[src/rtl/uart_mem_pkg.sv]
// Shared constants, state encoding and status bit positions for the UART memory bridge.
// Checksum framing is compiled in with UART_MEM_BRIDGE_CKSUM_EN.
package uart_mem_pkg;

    localparam logic [7:0] OP_WRITE = 8'h57;
    localparam logic [7:0] OP_READ  = 8'h52;

    localparam logic [7:0] RSP_OK   = 8'h4B;
    localparam logic [7:0] RSP_BAD  = 8'h3F;
    localparam logic [7:0] RSP_ERR  = 8'h45;

    localparam int STS_DONE = 0;
    localparam int STS_BAD  = 1;
    localparam int STS_TMO  = 2;
    localparam int STS_OVR  = 3;

    typedef enum logic [2:0] {
        ST_IDLE,
        ST_ADDR,
        ST_DATA,
`ifdef UART_MEM_BRIDGE_CKSUM_EN
        ST_CKSUM,
`endif
        ST_MEM_REQ,
        ST_MEM_WAIT,
        ST_RESP
    } state_t;

    function automatic logic is_opcode(input logic [7:0] b);
        return (b == OP_WRITE) || (b == OP_READ);
    endfunction

endpackage

[src/rtl/uart_frame_timer.sv]
// Inter-byte idle counter; pulses o_expire on the TIMEOUT_CYCLES-th idle cycle while enabled.
// TIMEOUT_CYCLES = 0 removes the counter entirely.
module uart_frame_timer #(
    parameter int TIMEOUT_CYCLES = 1000000
) (
    input  logic clk,
    input  logic rst,
    input  logic i_clear,
    input  logic i_enable,
    output logic o_expire
);

    generate
        if (TIMEOUT_CYCLES == 0) begin : g_off
            logic w_unused;
            assign w_unused = ^{clk, rst, i_clear, i_enable};
            assign o_expire = 1'b0;
        end else begin : g_on
            localparam int CW = $clog2(TIMEOUT_CYCLES + 1);
            logic [CW-1:0] r_cnt;

            always_ff @(posedge clk or posedge rst) begin
                if (rst)
                    r_cnt <= '0;
                else if (i_clear || !i_enable)
                    r_cnt <= '0;
                else
                    r_cnt <= r_cnt + CW'(1);
            end

            // Fires during the last allowed idle cycle so the FSM leaves on the following edge.
            assign o_expire = i_enable && !i_clear && (r_cnt == CW'(TIMEOUT_CYCLES - 1));
        end
    endgenerate

endmodule

[src/rtl/uart_mem_bridge.sv]
// UART byte-stream command engine: 'W'/'R' frames become single-word memory accesses with a byte response.
// Optional trailing XOR checksum on frames and responses via UART_MEM_BRIDGE_CKSUM_EN.
module uart_mem_bridge
    import uart_mem_pkg::*;
#(
    parameter int ADDR_BYTES     = 2,
    parameter int DATA_BYTES     = 4,
    parameter int TIMEOUT_CYCLES = 1000000
) (
    input  logic                    clk,
    input  logic                    rst,
    input  logic [7:0]              rx_byte,
    input  logic                    rx_valid,
    output logic [7:0]              tx_byte,
    output logic                    tx_valid,
    input  logic                    tx_ready,
    output logic                    mem_req,
    output logic                    mem_we,
    output logic [8*ADDR_BYTES-1:0] mem_addr,
    output logic [8*DATA_BYTES-1:0] mem_wdata,
    input  logic                    mem_ready,
    input  logic                    mem_rvalid,
    input  logic [8*DATA_BYTES-1:0] mem_rdata,
    input  logic                    sts_clr,
    output logic [3:0]              status,
    output logic                    busy
);

    localparam int AW = 8 * ADDR_BYTES;
    localparam int DW = 8 * DATA_BYTES;
`ifdef UART_MEM_BRIDGE_CKSUM_EN
    localparam int     CK_BYTES     = 1;
    localparam state_t ST_FRAME_END = ST_CKSUM;
`else
    localparam int     CK_BYTES     = 0;
    localparam state_t ST_FRAME_END = ST_MEM_REQ;
`endif
    localparam int RESP_MAX = DATA_BYTES + CK_BYTES;
    localparam int IW       = (RESP_MAX > 1) ? $clog2(RESP_MAX) : 1;

    typedef logic [RESP_MAX-1:0][7:0] resp_t;

    state_t          r_state, w_next;
    logic [AW-1:0]   r_addr;
    logic [DW-1:0]   r_wdata;
    logic            r_we;
    logic [2:0]      r_cnt;
    resp_t           r_resp;
    logic [IW-1:0]   r_idx, r_last;
    logic            r_done_ok;
    logic [3:0]      r_status;
`ifdef UART_MEM_BRIDGE_CKSUM_EN
    logic [7:0]      r_cksum;
    logic            w_ck_ok;
`endif

    logic            w_expire, w_in_frame, w_last_field, w_op_ok;
    logic            w_tx_hs, w_resp_end;
    logic            w_load, w_load_ok;
    resp_t           w_load_buf;
    logic [IW-1:0]   w_load_last;
    logic [7:0]      w_rd_x;
    logic [3:0]      w_sts_set;

    // Control-byte responses carry a copy of themselves as checksum (XOR of one byte).
    function automatic resp_t single_resp(input logic [7:0] b);
        resp_t r;
        r    = '0;
        r[0] = b;
`ifdef UART_MEM_BRIDGE_CKSUM_EN
        r[1] = b;
`endif
        return r;
    endfunction

`ifdef UART_MEM_BRIDGE_CKSUM_EN
    assign w_in_frame = (r_state == ST_ADDR) || (r_state == ST_DATA) || (r_state == ST_CKSUM);
    assign w_ck_ok    = (rx_byte == r_cksum);
`else
    assign w_in_frame = (r_state == ST_ADDR) || (r_state == ST_DATA);
`endif
    assign w_op_ok      = is_opcode(rx_byte);
    assign w_last_field = (r_state == ST_ADDR) ? (r_cnt == 3'(ADDR_BYTES - 1))
                                               : (r_cnt == 3'(DATA_BYTES - 1));
    assign w_tx_hs      = (r_state == ST_RESP) && tx_ready;
    assign w_resp_end   = w_tx_hs && (r_idx == r_last);

    uart_frame_timer #(
        .TIMEOUT_CYCLES(TIMEOUT_CYCLES)
    ) u_timer (
        .clk     (clk),
        .rst     (rst),
        .i_clear (rx_valid),
        .i_enable(w_in_frame),
        .o_expire(w_expire)
    );

    always_ff @(posedge clk or posedge rst) begin
        if (rst)
            r_state <= ST_IDLE;
        else
            r_state <= w_next;
    end

    always_comb begin
        w_next = r_state;
        case (r_state)
            ST_IDLE:     if (rx_valid) w_next = w_op_ok ? ST_ADDR : ST_RESP;
            ST_ADDR: begin
                if (w_expire)                      w_next = ST_IDLE;
                else if (rx_valid && w_last_field) w_next = r_we ? ST_DATA : ST_FRAME_END;
            end
            ST_DATA: begin
                if (w_expire)                      w_next = ST_IDLE;
                else if (rx_valid && w_last_field) w_next = ST_FRAME_END;
            end
`ifdef UART_MEM_BRIDGE_CKSUM_EN
            ST_CKSUM: begin
                if (w_expire)      w_next = ST_IDLE;
                else if (rx_valid) w_next = w_ck_ok ? ST_MEM_REQ : ST_RESP;
            end
`endif
            ST_MEM_REQ:  if (mem_ready)  w_next = r_we ? ST_RESP : ST_MEM_WAIT;
            ST_MEM_WAIT: if (mem_rvalid) w_next = ST_RESP;
            ST_RESP:     if (w_resp_end) w_next = ST_IDLE;
            default:     w_next = ST_IDLE;
        endcase
    end

    // Response buffer contents chosen on the cycle that enters RESP.
    always_comb begin
        w_load      = 1'b0;
        w_load_ok   = 1'b0;
        w_load_buf  = '0;
        w_load_last = '0;
        w_rd_x      = '0;
        case (r_state)
            ST_IDLE: if (rx_valid && !w_op_ok) begin
                w_load      = 1'b1;
                w_load_buf  = single_resp(RSP_BAD);
                w_load_last = IW'(CK_BYTES);
            end
`ifdef UART_MEM_BRIDGE_CKSUM_EN
            ST_CKSUM: if (rx_valid && !w_ck_ok) begin
                w_load      = 1'b1;
                w_load_buf  = single_resp(RSP_ERR);
                w_load_last = IW'(CK_BYTES);
            end
`endif
            ST_MEM_REQ: if (mem_ready && r_we) begin
                w_load      = 1'b1;
                w_load_ok   = 1'b1;
                w_load_buf  = single_resp(RSP_OK);
                w_load_last = IW'(CK_BYTES);
            end
            ST_MEM_WAIT: if (mem_rvalid) begin
                w_load      = 1'b1;
                w_load_ok   = 1'b1;
                w_load_last = IW'(RESP_MAX - 1);
                for (int i = 0; i < DATA_BYTES; i++) begin
                    w_load_buf[i] = mem_rdata[8*(DATA_BYTES-1-i) +: 8];
                    w_rd_x        = w_rd_x ^ mem_rdata[8*(DATA_BYTES-1-i) +: 8];
                end
`ifdef UART_MEM_BRIDGE_CKSUM_EN
                w_load_buf[DATA_BYTES] = w_rd_x;
`endif
            end
            default: ;
        endcase
    end

    always_comb begin
        w_sts_set           = '0;
        w_sts_set[STS_DONE] = w_resp_end && r_done_ok;
        w_sts_set[STS_BAD]  = w_load && !w_load_ok;
        w_sts_set[STS_TMO]  = w_expire;
        w_sts_set[STS_OVR]  = rx_valid && ((r_state == ST_MEM_REQ) || (r_state == ST_MEM_WAIT)
                                           || (r_state == ST_RESP));
    end

    always_ff @(posedge clk or posedge rst) begin
        if (rst) begin
            r_addr    <= '0;
            r_wdata   <= '0;
            r_we      <= 1'b0;
            r_cnt     <= '0;
            r_resp    <= '0;
            r_idx     <= '0;
            r_last    <= '0;
            r_done_ok <= 1'b0;
            r_status  <= '0;
`ifdef UART_MEM_BRIDGE_CKSUM_EN
            r_cksum   <= '0;
`endif
        end else begin
            r_status <= (sts_clr ? 4'b0000 : r_status) | w_sts_set;

            if (w_load) begin
                r_resp    <= w_load_buf;
                r_last    <= w_load_last;
                r_done_ok <= w_load_ok;
                r_idx     <= '0;
            end else if (w_tx_hs) begin
                r_idx <= w_resp_end ? '0 : r_idx + IW'(1);
            end

            if (rx_valid) begin
                case (r_state)
                    ST_IDLE: begin
                        r_we  <= (rx_byte == OP_WRITE);
                        r_cnt <= '0;
`ifdef UART_MEM_BRIDGE_CKSUM_EN
                        r_cksum <= rx_byte;
`endif
                    end
                    ST_ADDR: begin
                        r_addr <= (r_addr << 8) | AW'(rx_byte);
                        r_cnt  <= w_last_field ? 3'd0 : r_cnt + 3'd1;
`ifdef UART_MEM_BRIDGE_CKSUM_EN
                        r_cksum <= r_cksum ^ rx_byte;
`endif
                    end
                    ST_DATA: begin
                        r_wdata <= (r_wdata << 8) | DW'(rx_byte);
                        r_cnt   <= w_last_field ? 3'd0 : r_cnt + 3'd1;
`ifdef UART_MEM_BRIDGE_CKSUM_EN
                        r_cksum <= r_cksum ^ rx_byte;
`endif
                    end
                    default: ;
                endcase
            end
        end
    end

    always_comb begin
        tx_valid  = (r_state == ST_RESP);
        tx_byte   = tx_valid ? r_resp[r_idx] : 8'h00;
        mem_req   = (r_state == ST_MEM_REQ);
        mem_we    = r_we;
        mem_addr  = r_addr;
        mem_wdata = r_wdata;
        busy      = (r_state != ST_IDLE);
        status    = r_status;
    end

endmodule

[config.mk]
export PLATFORM = sky130hd
export DESIGN_NAME = uart_mem_bridge
export DESIGN_NICKNAME = d
export VERILOG_FILES = /design/src/rtl/uart_mem_pkg.sv /design/src/rtl/uart_frame_timer.sv /design/src/rtl/uart_mem_bridge.sv
export SDC_FILE = /design/constraint.sdc
export NUM_CORES = 1
export LEC_CHECK = 0
export BUFFER_PORTS_ARGS = -buffer_cell sky130_fd_sc_hd__buf_2
export CAP_MARGIN = 20
export CORE_MARGIN = 4
export CORE_UTILIZATION = 55
export CTS_BUF_LIST = sky130_fd_sc_hd__clkbuf_2 sky130_fd_sc_hd__clkbuf_4 sky130_fd_sc_hd__clkbuf_8
export CTS_CLUSTER_SIZE = 20
export DETAILED_ROUTE_END_ITERATION = 8
export PLACE_DENSITY = 0.83
export SYNTH_ARGS = -nofsm -noshare
export SYNTH_HDL_FRONTEND = slang
export SYNTH_SLANG_ARGS = --single-unit
[constraint.sdc]
create_clock -name clk -period 5.09 [get_ports clk]
set_clock_uncertainty 0.1 [all_clocks]
set_input_delay 0.7635 -clock clk [delete_from_list [all_inputs] [get_ports clk]]
set_output_delay 0.7635 -clock clk [all_outputs]
set_load 0.02 [all_outputs]
* After elaboration in Yosys (flattened, before gate mapping)
Cells that the tools add are included.
Storage, ports and cells: register bits 116, logic and storage cells 101
Cells by class: $add $sub $neg 3, $lt $le $gt $ge 1, equality and inequality tests 17, mux-type cells 34, bitwise logic cells 3, reduce and logical (&&, ||, !) cells 29
Operators with widths (count):
- $pmux 32 s3 | 1
- $mux 32 | 1
- $or 32x8->32 | 1
- $mux 3 | 10
- $add 20x1->20 const B | 1
- $eq 20x20->1 const B | 1
- $mux 20 | 1
- $pmux 3 s6 | 1
- $bmux 8 s2 | 1
- $eq 8x7->1 const B | 2
- $mux 8 | 2
- $or 16x8->16 | 1
- $logic_and 1x1->1 | 10
- $mux 2 | 5
- $eq 3x2->1 const B | 3
- $reduce_and 2->1 | 4
- $mux 7 | 1
- $eq 3x1->1 const B | 2
- $eq 3x3->1 const B | 2
- $mux 1 | 6
- $mux 6 | 1
- $ne 3x1->1 const B | 2
- $pmux 3 s2 | 1
- $reduce_and 6->1 | 1
- 16 further kinds | 26

* Depth between registers and ports, before layout
word-level depth 8, gate-level depth with buffers 8

* Cells and area by module
A second synthesis with hierarchy kept.
Second synthesis, totals: cells, all modules 424, area total of the unflattened synthesis 5211.2 µm²
Modules (own cells, without submodules):
- uart_mem_bridge | instances 1, cells an instance 318, area each 4200.3 µm², seq. area each 2377.3 µm²
- uart_frame_timer | instances 1, cells an instance 106, area each 1011.0 µm², seq. area each 500.5 µm²

* Least setup slack after synthesis
Ideal clock, no wire load.
path type register to output, from register r_state[1], to output tx_byte[0], arrival 1.484 ns, required time 4.227 ns, setup slack 2.742 ns, cell stages (with the launch flop) 7, buffers on the path 2, path through dfrtp_1 -> buf_6 -> inv_1 -> nand3_1 -> inv_1 -> clkbuf_1 -> and2_1
Between the ends: word-level cells in the longest chain between the ends 2
Ends and longest elaborated chain:
- start, declared | line uart_mem_bridge.sv:43 | state_t r_state, w_next;
- start signal, assigned | line uart_mem_bridge.sv:102 | r_state <= w_next;
- $eq 3x3->1 | line uart_mem_bridge.sv:237 | tx_valid = (r_state == ST_RESP);
- named net tx_valid | line uart_mem_bridge.sv:15 | output logic tx_valid,
- $mux 8 | line uart_mem_bridge.sv:238 | tx_byte = tx_valid ? r_resp[r_idx] : 8'h00;
- end, declared | line uart_mem_bridge.sv:14 | output logic [7:0] tx_byte,
The timed path passes the listed nets, and every way through them passes these cells.

* Worst setup path in the final report
from register r_idx[0], to output tx_byte[3]
Between the ends: word-level cells in the longest chain between the ends 3
Ends and longest elaborated chain:
- start, declared | line uart_mem_bridge.sv:49 | logic [IW-1:0] r_idx, r_last;
- start signal, assigned | line uart_mem_bridge.sv:204 | r_idx <= w_resp_end ? '0 : r_idx + IW'(1);
- $bmux 8 s2 | line uart_mem_bridge.sv:238
- $mux 8 (implied by the code) | line uart_mem_bridge.sv:238
- $mux 8 | line uart_mem_bridge.sv:238
No other way between the ends. The select of a mux whose other input is x is not followed.

==> qor.csv <==
metric,value,unit
status,finished clean,
drt_iter0_markers,348,
grt-ovfl-total,0,
synthTopCellsByArea,"dfrtp_1 (55%), mux2_2 (10%), nand2_1 (5.9%)",
gp_routability_congestion,0.863,
cts_max_level,4,
syn-num-nets,527,
initial_antenna_violation_count,0,
netlist_top_cells_count,"dfrtp_1 (115), nand2_1 (83), mux2_2 (49)",
timing_hold_violations_final,0,
fin_worst_hold_slack,0.361,ns
post_synth.cell_area_avg,11.0,µm²
clockRootBuffer,clkbuf_8,
preCtsSetupSlack,2.34,ns
fin_setup_tns,0,ns
cts_hold_buffers,0,
finalMaxSlewViolations,0,
max-cap-violations,0,
floorplan.io_pins,111,
final_period_minus_worst_setup_slack,2.97,ns
post_cts.repair.setup_buffers,0,
grt_usage,22.7,%
num-nets-final,639,
cts.sinks,115,
clk_latency,0.42,ns
timing.max_slew.rel_slack,35.3,%
worstMarginPinSlew,0.970,ns
synth_edf_count,0,
route.antenna.remaining_nets,0,
synth_async_sr_flop_share,100,%
synth.ff_latch_count,115,
power_density,529,nW/µm²
setup_viol_count_final,0,
num_antenna_cells,0,
timing.setup.critical_path_class,reg -> out,
critical_path.startpoint_type,flip-flop,
holdCritPathClass,reg -> reg,
postSynthCellCount,478,
routed_wl,11.9,mm
fillers,714,
die_ht,106,µm
via_per_inst,5.56,
placementRows,35,
first_global_vias,4233,
maximum_number_of_buffers_from_clock_root_to_sink,2,
grt_max_degree,82,
sequential_cell_area,2880,µm²
ys_types,53,
first_pass_grt_wire_length,20.4,mm
place_hpwl,8.32,mm
multiInputGateArea,2190,µm²
design_power_total,3.32,mW
yosys_warnings,0,
post_cts.resized_instances,0,
vdd_ir_drop_max,0.000351,V
fp.coreArea,9280,µm²
synth_seq_area_share,54.7,%
portBuffers,110,
synth_largest_type_area_fraction,54.7,%
worst_setup_hold_path_clk_slew,0.07,ns
fmax,337,MHz
setup.worst_path.end_class,primary output,
number_of_clock_buffers_inserted_by_tritoncts,17,
final_core_util,67.7,%
synth-main-ff-cell,dfrtp_1,
cp_data_required_time,4.23,ns
finalCritPeriodShare,58.4,%
initial_utilization,56.6,%
wirelength_per_cell,16.3,µm
synth.cell_area,5260,µm²
synth_most_common_cell,dfrtp_1,
die_w,106,µm
leakagePower,3.02,nW
detail_route.drc_violations,0,
detailroute.via_count,4072,
final.setup.worst_slack,2.12,ns
netlist.top_cell.by_area,dfrtp_1,
area.growth.synth_to_final,19.5,%
critPathArrivalTime,2.11,ns
tritoncts,yes,
drive_above_1_share,35.8,%
cp_max_fo,13,
drtPass1Iterations,6,
unrepaired_setup_endpoints_after_global_routing,false,
die_area,11200,µm²
[per-stage QoR]
stage          cells  area (µm²)
2_1_floorplan    478        5260
3_3_place_gp     698        5870
3_5_place_dp     699        5880
4_1_cts          731        6260
5_1_grt          732        6280
6_report         732        6280
[per-layer routing]
metal | track usage, % | part of all wire [%] | vias to the layer above
li1 | - | - | 1900
met4 | 6.85 | 1.1 | 0
met5 | 0 | 0 | -
met2 | 37.2 | 51 | 144
met3 | 6.00 | 6.2 | 13
met1 | 29.7 | 42 | 2015
[worst max-delay path, stage by stage, from the launching register on]
cell and delay, ns:
dfrtp_1 0.77, mux4_2 0.58, and2_1 0.18, buf_2 0.16
[final cells by class]
type / instances / share of cell area, %
Sequential cell: 115 / 45.8
Clock inverter: 14 / 2.11
Clock buffer: 18 / 3.84
Multi-Input combinational cell: 325 / 34.9
Tap cell: 129 / 2.57
Inverter: 16 / 0.996
Timing Repair Buffer: 115 / 9.80
[cell families after synthesis]
group | count (synthesis) | synth area share [%]
DFF | 115 | 54.7
buffers and inverters | 38 | 3.59
muxes | 57 | 13.9
and+or+nand+nor | 182 | 16.9
AOI/OAI and AO/OA | 67 | 7.50
adders and majority gates | 2 | 0.476
xor gates and xnor gates | 17 | 2.83
[power breakdown]
part | switching (mW) | internal, mW | total [mW] | leakage, nW
registers | 0.220 | 1.17 | 1.39 | 1.51
logic | 0.652 | 0.496 | 1.15 | 1.33
clock network | 0.388 | 0.396 | 0.784 | 0.183
[cell usage in the layout, fill, tap and decap left out, types with 3 or more instances in the layout]
cell	n
xnor2_1	8
nand3_1	23
nand4_1	7
or3_1	7
mux4_2	8
o21ai_1	7
and4_1	3
clkinvlp_4	3
nand2_1	83
clkinv_4	6
o21ai_0	30
nor3_1	7
buf_2	110
a21oi_1	11
dfrtp_1	115
inv_1	15
xor2_1	9
buf_4	3
mux2_2	49
o22ai_1	3
nor2_1	23
and2_1	10
clkbuf_8	17
[state kept, by name (all words and copies together), names as in the netlist]
name and count:
r_done_ok 1, status 4, u_timer.g_on.r_cnt 20, mem_wdata 32, r_state 3, r_last 1, r_resp 32, mem_addr 16
mem_we 1, r_idx 2, r_cnt 3
[path summary, 6_finish.rpt]
kind / start / end / slack, ns / depth (start not counted)
max: r_idx[0]$_DFFE_PP0P_ / tx_byte[3] / 2.12 / 3
min: u_timer.g_on.r_cnt[0]$_DFF_PP0_ / u_timer.g_on.r_cnt[0]$_DFF_PP0_ / 0.36 / 1
max reg2reg: r_state[1]$_DFFE_PP0P_ / r_resp[29]$_DFFE_PP0P_ / 2.83 / 5
min reg2reg: u_timer.g_on.r_cnt[0]$_DFF_PP0_ / u_timer.g_on.r_cnt[0]$_DFF_PP0_ / 0.36 / 1
max in group asynchronous: rst / r_resp[6]$_DFFE_PP0P_ / 3.38 / 3
min in group asynchronous: rst / mem_addr[5]$_DFFE_PP0P_ / 0.45 / 2
(Power assumes the default switching activity.)
